## config.mk

```make
export PLATFORM = sky130hd
export DESIGN_NAME = wb_arbiter_2m
export DESIGN_NICKNAME = d
export VERILOG_FILES = /design/src/rtl/wb_arbiter_2m.sv
export SDC_FILE = /design/constraint.sdc
export NUM_CORES = 1
export LEC_CHECK = 0
export ABC_AREA = 1
export CELL_PAD_IN_SITES_DETAIL_PLACEMENT = 0
export CELL_PAD_IN_SITES_GLOBAL_PLACEMENT = 1
export CORE_ASPECT_RATIO = 1.25
export CORE_MARGIN = 1.5
export CORE_UTILIZATION = 13
export DETAILED_ROUTE_END_ITERATION = 10
export PLACE_DENSITY_LB_ADDON = 0.1
export SYNTH_ARGS = -nofsm -noshare
export SYNTH_HDL_FRONTEND = slang
export SYNTH_SLANG_ARGS = --single-unit
```

## constraint.sdc

```tcl
create_clock -name clk_i -period 1.9 [get_ports clk_i]
set_input_delay 0.38 -clock clk_i [delete_from_list [all_inputs] [get_ports clk_i]]
set_output_delay 0.38 -clock clk_i [all_outputs]
set_load 0.005 [all_outputs]
```

## src/rtl/wb_arbiter_2m.sv

```systemverilog
// Two-master, one-slave pipelined Wishbone B4 arbiter with round-robin grants,
// outstanding-request limiting and a hung-cycle timeout that errors the owner.
module wb_arbiter_2m #(
  parameter int MAX_OUTST = 4,
  parameter int TIMEOUT   = 255
) (
  input  logic        clk_i,
  input  logic        rst_i,
  input  logic        m0_cyc_i,
  input  logic        m0_stb_i,
  input  logic        m0_we_i,
  input  logic [31:0] m0_addr_i,
  input  logic [31:0] m0_data_i,
  input  logic [3:0]  m0_sel_i,
  output logic [31:0] m0_data_o,
  output logic        m0_ack_o,
  output logic        m0_err_o,
  output logic        m0_stall_o,
  input  logic        m1_cyc_i,
  input  logic        m1_stb_i,
  input  logic        m1_we_i,
  input  logic [31:0] m1_addr_i,
  input  logic [31:0] m1_data_i,
  input  logic [3:0]  m1_sel_i,
  output logic [31:0] m1_data_o,
  output logic        m1_ack_o,
  output logic        m1_err_o,
  output logic        m1_stall_o,
  output logic        s_cyc_o,
  output logic        s_stb_o,
  output logic        s_we_o,
  output logic [31:0] s_addr_o,
  output logic [31:0] s_data_o,
  output logic [3:0]  s_sel_o,
  input  logic [31:0] s_data_i,
  input  logic        s_ack_i,
  input  logic        s_err_i,
  input  logic        s_stall_i,
  output logic [1:0]  grant_o
);

  localparam int TW = (TIMEOUT > 1) ? $clog2(TIMEOUT) : 1;
  localparam logic [3:0]    MAX_O  = 4'(MAX_OUTST);
  localparam logic [TW-1:0] T_LAST = TW'((TIMEOUT > 0) ? TIMEOUT - 1 : 0);

  typedef enum logic [1:0] {IDLE, GNT0, GNT1, ABORT} state_t;

  state_t        state_reg, state_next;
  logic          owner_reg, owner_next;
  logic          last_reg, last_next;
  logic [3:0]    outst_reg, outst_next;
  logic [TW-1:0] timer_reg, timer_next;
  logic          abort_err_reg, abort_err_next;
  logic          winner;

  logic [1:0]  cyc_v, stb_v, we_v, ack_v, err_v, stall_v;
  logic [31:0] addr_v [2];
  logic [31:0] wdat_v [2];
  logic [3:0]  sel_v  [2];

  assign cyc_v     = {m1_cyc_i, m0_cyc_i};
  assign stb_v     = {m1_stb_i, m0_stb_i};
  assign we_v      = {m1_we_i, m0_we_i};
  assign addr_v[0] = m0_addr_i;
  assign addr_v[1] = m1_addr_i;
  assign wdat_v[0] = m0_data_i;
  assign wdat_v[1] = m1_data_i;
  assign sel_v[0]  = m0_sel_i;
  assign sel_v[1]  = m1_sel_i;

  logic granted, own_cyc, outst_nz, at_limit, resp, accept, dec, counting, expire;

  assign granted  = (state_reg == GNT0) || (state_reg == GNT1);
  assign own_cyc  = cyc_v[owner_reg];
  assign outst_nz = (outst_reg != 4'd0);
  assign at_limit = !(outst_reg < MAX_O);
  assign resp     = s_ack_i | s_err_i;
  assign accept   = s_stb_o & !s_stall_i;
  assign dec      = resp & outst_nz;
  assign counting = granted & outst_nz & !resp;
  assign expire   = (TIMEOUT != 0) && counting && (timer_reg == T_LAST);

  // Slave side follows the owner combinationally so the first stb goes out
  // in the first granted cycle.
  assign s_cyc_o  = granted & own_cyc;
  assign s_stb_o  = granted & own_cyc & stb_v[owner_reg] & !at_limit;
  assign s_we_o   = granted & we_v[owner_reg];
  assign s_addr_o = granted ? addr_v[owner_reg] : '0;
  assign s_data_o = granted ? wdat_v[owner_reg] : '0;
  assign s_sel_o  = granted ? sel_v[owner_reg]  : '0;
  assign grant_o  = (state_reg == IDLE) ? 2'b00 : (owner_reg ? 2'b10 : 2'b01);

  generate
    for (genvar gi = 0; gi < 2; gi++) begin : g_master
      logic is_owner;
      assign is_owner    = (owner_reg == 1'(gi));
      assign ack_v[gi]   = granted & is_owner & outst_nz & s_ack_i;
      assign err_v[gi]   = (granted & is_owner & outst_nz & s_err_i) |
                           ((state_reg == ABORT) & is_owner & abort_err_reg);
      assign stall_v[gi] = !(granted & is_owner) | s_stall_i | at_limit;
    end
  endgenerate

  assign m0_data_o  = s_data_i;
  assign m1_data_o  = s_data_i;
  assign m0_ack_o   = ack_v[0];
  assign m1_ack_o   = ack_v[1];
  assign m0_err_o   = err_v[0];
  assign m1_err_o   = err_v[1];
  assign m0_stall_o = stall_v[0];
  assign m1_stall_o = stall_v[1];

  always_comb begin
    state_next     = state_reg;
    owner_next     = owner_reg;
    last_next      = last_reg;
    outst_next     = outst_reg;
    timer_next     = '0;
    abort_err_next = 1'b0;
    winner         = 1'b0;
    unique case (state_reg)
      IDLE: begin
        outst_next = '0;
        if (cyc_v != 2'b00) begin
          winner     = (cyc_v == 2'b11) ? !last_reg : cyc_v[1];
          owner_next = winner;
          last_next  = winner;
          state_next = winner ? GNT1 : GNT0;
        end
      end
      GNT0, GNT1: begin
        if (!own_cyc) begin
          state_next = IDLE;
          outst_next = '0;
        end else if (expire) begin
          state_next     = ABORT;
          outst_next     = '0;
          abort_err_next = 1'b1;
        end else begin
          unique case ({accept, dec})
            2'b10:   outst_next = outst_reg + 4'd1;
            2'b01:   outst_next = outst_reg - 4'd1;
            default: outst_next = outst_reg;
          endcase
          timer_next = counting ? timer_reg + TW'(1) : '0;
        end
      end
      ABORT: begin
        outst_next = '0;
        if (!own_cyc) state_next = IDLE;
      end
      default: state_next = IDLE;
    endcase
  end

  always_ff @(posedge clk_i or posedge rst_i) begin
    if (rst_i) begin
      state_reg     <= IDLE;
      owner_reg     <= 1'b0;
      last_reg      <= 1'b1;
      outst_reg     <= '0;
      timer_reg     <= '0;
      abort_err_reg <= 1'b0;
    end else begin
      state_reg     <= state_next;
      owner_reg     <= owner_next;
      last_reg      <= last_next;
      outst_reg     <= outst_next;
      timer_reg     <= timer_next;
      abort_err_reg <= abort_err_next;
    end
  end

endmodule
```

==> flow_summary.toml <==
[sta]
timing.final.ws_setup_ps = -364.2
tns_ps = -19370
finalCriticalPeriod_ps = 2264
rsz0062_at_grt = "yes"
setup_viol = 77
hold_viol = 0
post-route-period-util = 1.192
tightest_slew_ps = 322.0
fmaxAchievable_ghz = 0.4417
finClkSkew_ps = 2.418
slew_headroom = 0.7841
final-max-slew-violation-count = 0

[placement]
dpl.cell_count = 711
placed_area_mm2 = 0.004706
io_buffers = 225
post-dp-hpwl_um = 12140
gp_congestion = 0.7730

[floorplan]
core_mm2 = 0.01757
die_w_um = 123.1
initial_core_util = 0.1333
die_h_um = 153.1
dieArea_mm2 = 0.01884
ios = 322
num_rows = 54

[clock_network]
numCtsBuffers = 3
root_buffer = "clkbuf_16"
cts_max_path_buffers = 2
cts.reportedPaths.clkPinSlew_ps = 60
cts_tree = "built"
clk_latency_ps = 250
h-tree-depth = 1
cts.sinks = 17

[drt]
routedWlPerCell_um = 20.61
drc = 0
ant_nets = 0
num_vias = 3051
drtIter0Drc = 86
vias_per_cell = 4.041
totalWireLength_um = 15560
dr.pass1.iters = 4

[grt]
grt_pass1_vias = 3238
grt_start_max_net_pins = 21
grt_usage = 0.1507
antenna_found_initial = 2
grt_pass1_wl_um = 20720
grt_overflow = 0

[logic_synthesis]
synth.ff_latch_count = 17
synthAdderAreaFrac = 0.03205
synth_xor_area_frac = 0.01870
synth_top_family_by_area = "compound AO/OA/AOI/OAI gates"
synth_area_mm2 = 0.002342
yosys_warnings = 0
synthMuxAreaShare = 0
yosys.area_share.simple = 0.1880
synth_area_per_cell_um2 = 7.705
syn-num-nets = 489
synth_compound_area_frac = 0.2938
yosysSeqAreaShare = 0.1822
yosysUniqueCellTypes = 34
synthCells = 304

[cells_and_area]
syn2layout_area_growth_pct = 129.0
nNetsFinal = 717
fillers = 1863
instances_no_fill = 755
insertedDiodeCount = 0
largest_reg_flops = 8
drive_gt1_frac = 0.4068
layout_commonest_cell = "clkdlybuf4s50_1"
fin_area_mm2 = 0.005363
seqCellArea_um2 = 427.9
finish.utilization = 0.3053
multi_input_comb_area_mm2 = 0.001496
layout_common_cells = "146 x clkdlybuf4s50_1, 58 x a22o_1, 45 x buf_2"

[job]
max-cap-violations = 0

[power]
internal_power_mw = 5.762
switching_share = 0.3978
power_per_cell_area_mw_per_mm2 = 1784
ir_drop_mv = 0.4363
power_frac_seq = 0.048
fin_total_pwr_mw = 9.569
switchingPower_mw = 3.806
power_frac_comb = 0.905
leakagePower_nw = 2.511
clkPwrFrac = 0.046

[critical_path]
worstSetupStartpointType = "flop"
crit_chain = "inv_2, ha_4, nand2_4, inv_8, buf_4, bufbuf_16, a22o_4, buf_6"
rrSetupSlack_ps = -240
cp_max_fo = 10
crit_buf_inv = 5
worst_path_max_delay_cell = "dfrtp_1"
criticalPathCategory = "flop to output port"
required_ps = 1520
cp-end-kind = "output port"
crit_family = "buffers and inverters"
regToRegEndpoint = "outst_reg[3]"
slowest_delay_ps = 390
reg2regPathDepth = 17
arrival_ps = 1880
rr_startpoint = "state_reg[1]"

[outcome]
status = "complete, but fails checks"
violations = "negative setup slack"

[hold_path]
min_path_type = "primary input to asynchronous set/reset pin"
[worst reg2reg max path, cell delays in order, from the launching register on]
cell and delay, ps:
dfrtp_1 360, inv_2 60, ha_4 290, inv_4 40, buf_4 160, nor2_8 120, buf_6 110, nand3_4 80
nand2_4 90, inv_2 60, ha_4 270, nand2_1 50, inv_1 60, nand3_2 80, nand2_1 70, nand2_1 50
nand3_2 50, nand2_1 40
[Yosys cell counts, drive strengths merged]
cell type,instances,area (um2)
a22o,70,613.1
buf,65,491.7
nand2,37,166.4
inv,31,118.9
nor2,23,120.1
dfrtp,16,400.4
clkbuf,14,52.55
nand3,14,90.09
ha,6,75.07
a21oi,5,25.02
o21ai,5,25.02
nor3,4,25.02
xor2,3,26.28
xnor2,2,17.52
a211oi,1,12.51
a31oi,1,12.51
clkinv,1,5.000
dfstp,1,26.28
nand3b,1,7.510
nand4,1,6.260
nor3b,1,12.51
nor4,1,6.260
or2,1,6.260
[stage by stage]
step / setup WS (ps) / hold WS [ps]
final: -364.2 / 448.6
after global routing: -431.3 / 497.9
after CTS: -559.9 / 460.4
after detailed placement: -514.6 / 482.6
after global placement: -478.5 / 472.7
after floorplan: 4.952 / 305.3
[cells by family (layout without fill, tap and decap cells)]
| group | count (synthesis) | after routing |
|---|---|---|
| xor gates and xnor gates | 5 | 5 |
| and+or+nand+nor | 83 | 83 |
| AOI/OAI and AO/OA | 82 | 82 |
| DFF | 17 | 17 |
| buffers and inverters | 111 | 338 |
| adders and majority gates | 6 | 6 |
[how the worst max path moves through the flow]
stage	start	to	cells past startpoint
2_1_floorplan	state_reg[0]	outst_reg[3]	15
3_3_place_gp	m0_cyc_i	s_stb_o	8
3_5_place_dp	state_reg[0]	s_addr_o[27]	7
6_report	state_reg[1]	s_data_o[23]	8
5_1_grt	state_reg[1]	s_data_o[4]	9
4_1_cts	state_reg[0]	s_data_o[21]	10
[repair_timing]
item,in CTS,in global routing
endpoints found under the setup margin,85,90
hold buffers,0,0
buffers inserted,22,14
gates cloned,6,3
resized for setup,241,160
pin swaps,24,46
[power by group through the flow]
| stage | sequential (mW) | combinational, mW | clock (mW) |
|---|---|---|---|
| after floorplan | 0.461 | 2.48 | 0 |
| after global placement | 0.476 | 6.59 | 0 |
| after detailed placement | 0.478 | 6.56 | 0 |
| after CTS | 0.473 | 7.61 | 0.471 |
| after global routing | 0.468 | 9.26 | 0.471 |
| final | 0.460 | 8.66 | 0.445 |
[area by class of cell]
class | count | share of cell area
repair buffers | 302 | 0.5481
multi-input cells | 176 | 0.2790
flip-flops and latches | 17 | 0.07979
well taps | 224 | 0.05226
inverters | 32 | 0.02543
clock buffers | 3 | 0.01400
clock inverters | 1 | 0.001400
[layer usage]
metal | global-route usage | vias to the layer above | share of wire
li1 | - | 1447 | -
met1 | 0.1596 | 1419 | 0.36
met2 | 0.2611 | 165 | 0.48
met3 | 0.08769 | 16 | 0.14
met4 | 0.02354 | 4 | 0.015
met5 | 0 | - | 0.0015
Power figures use the tool's default switching activity.
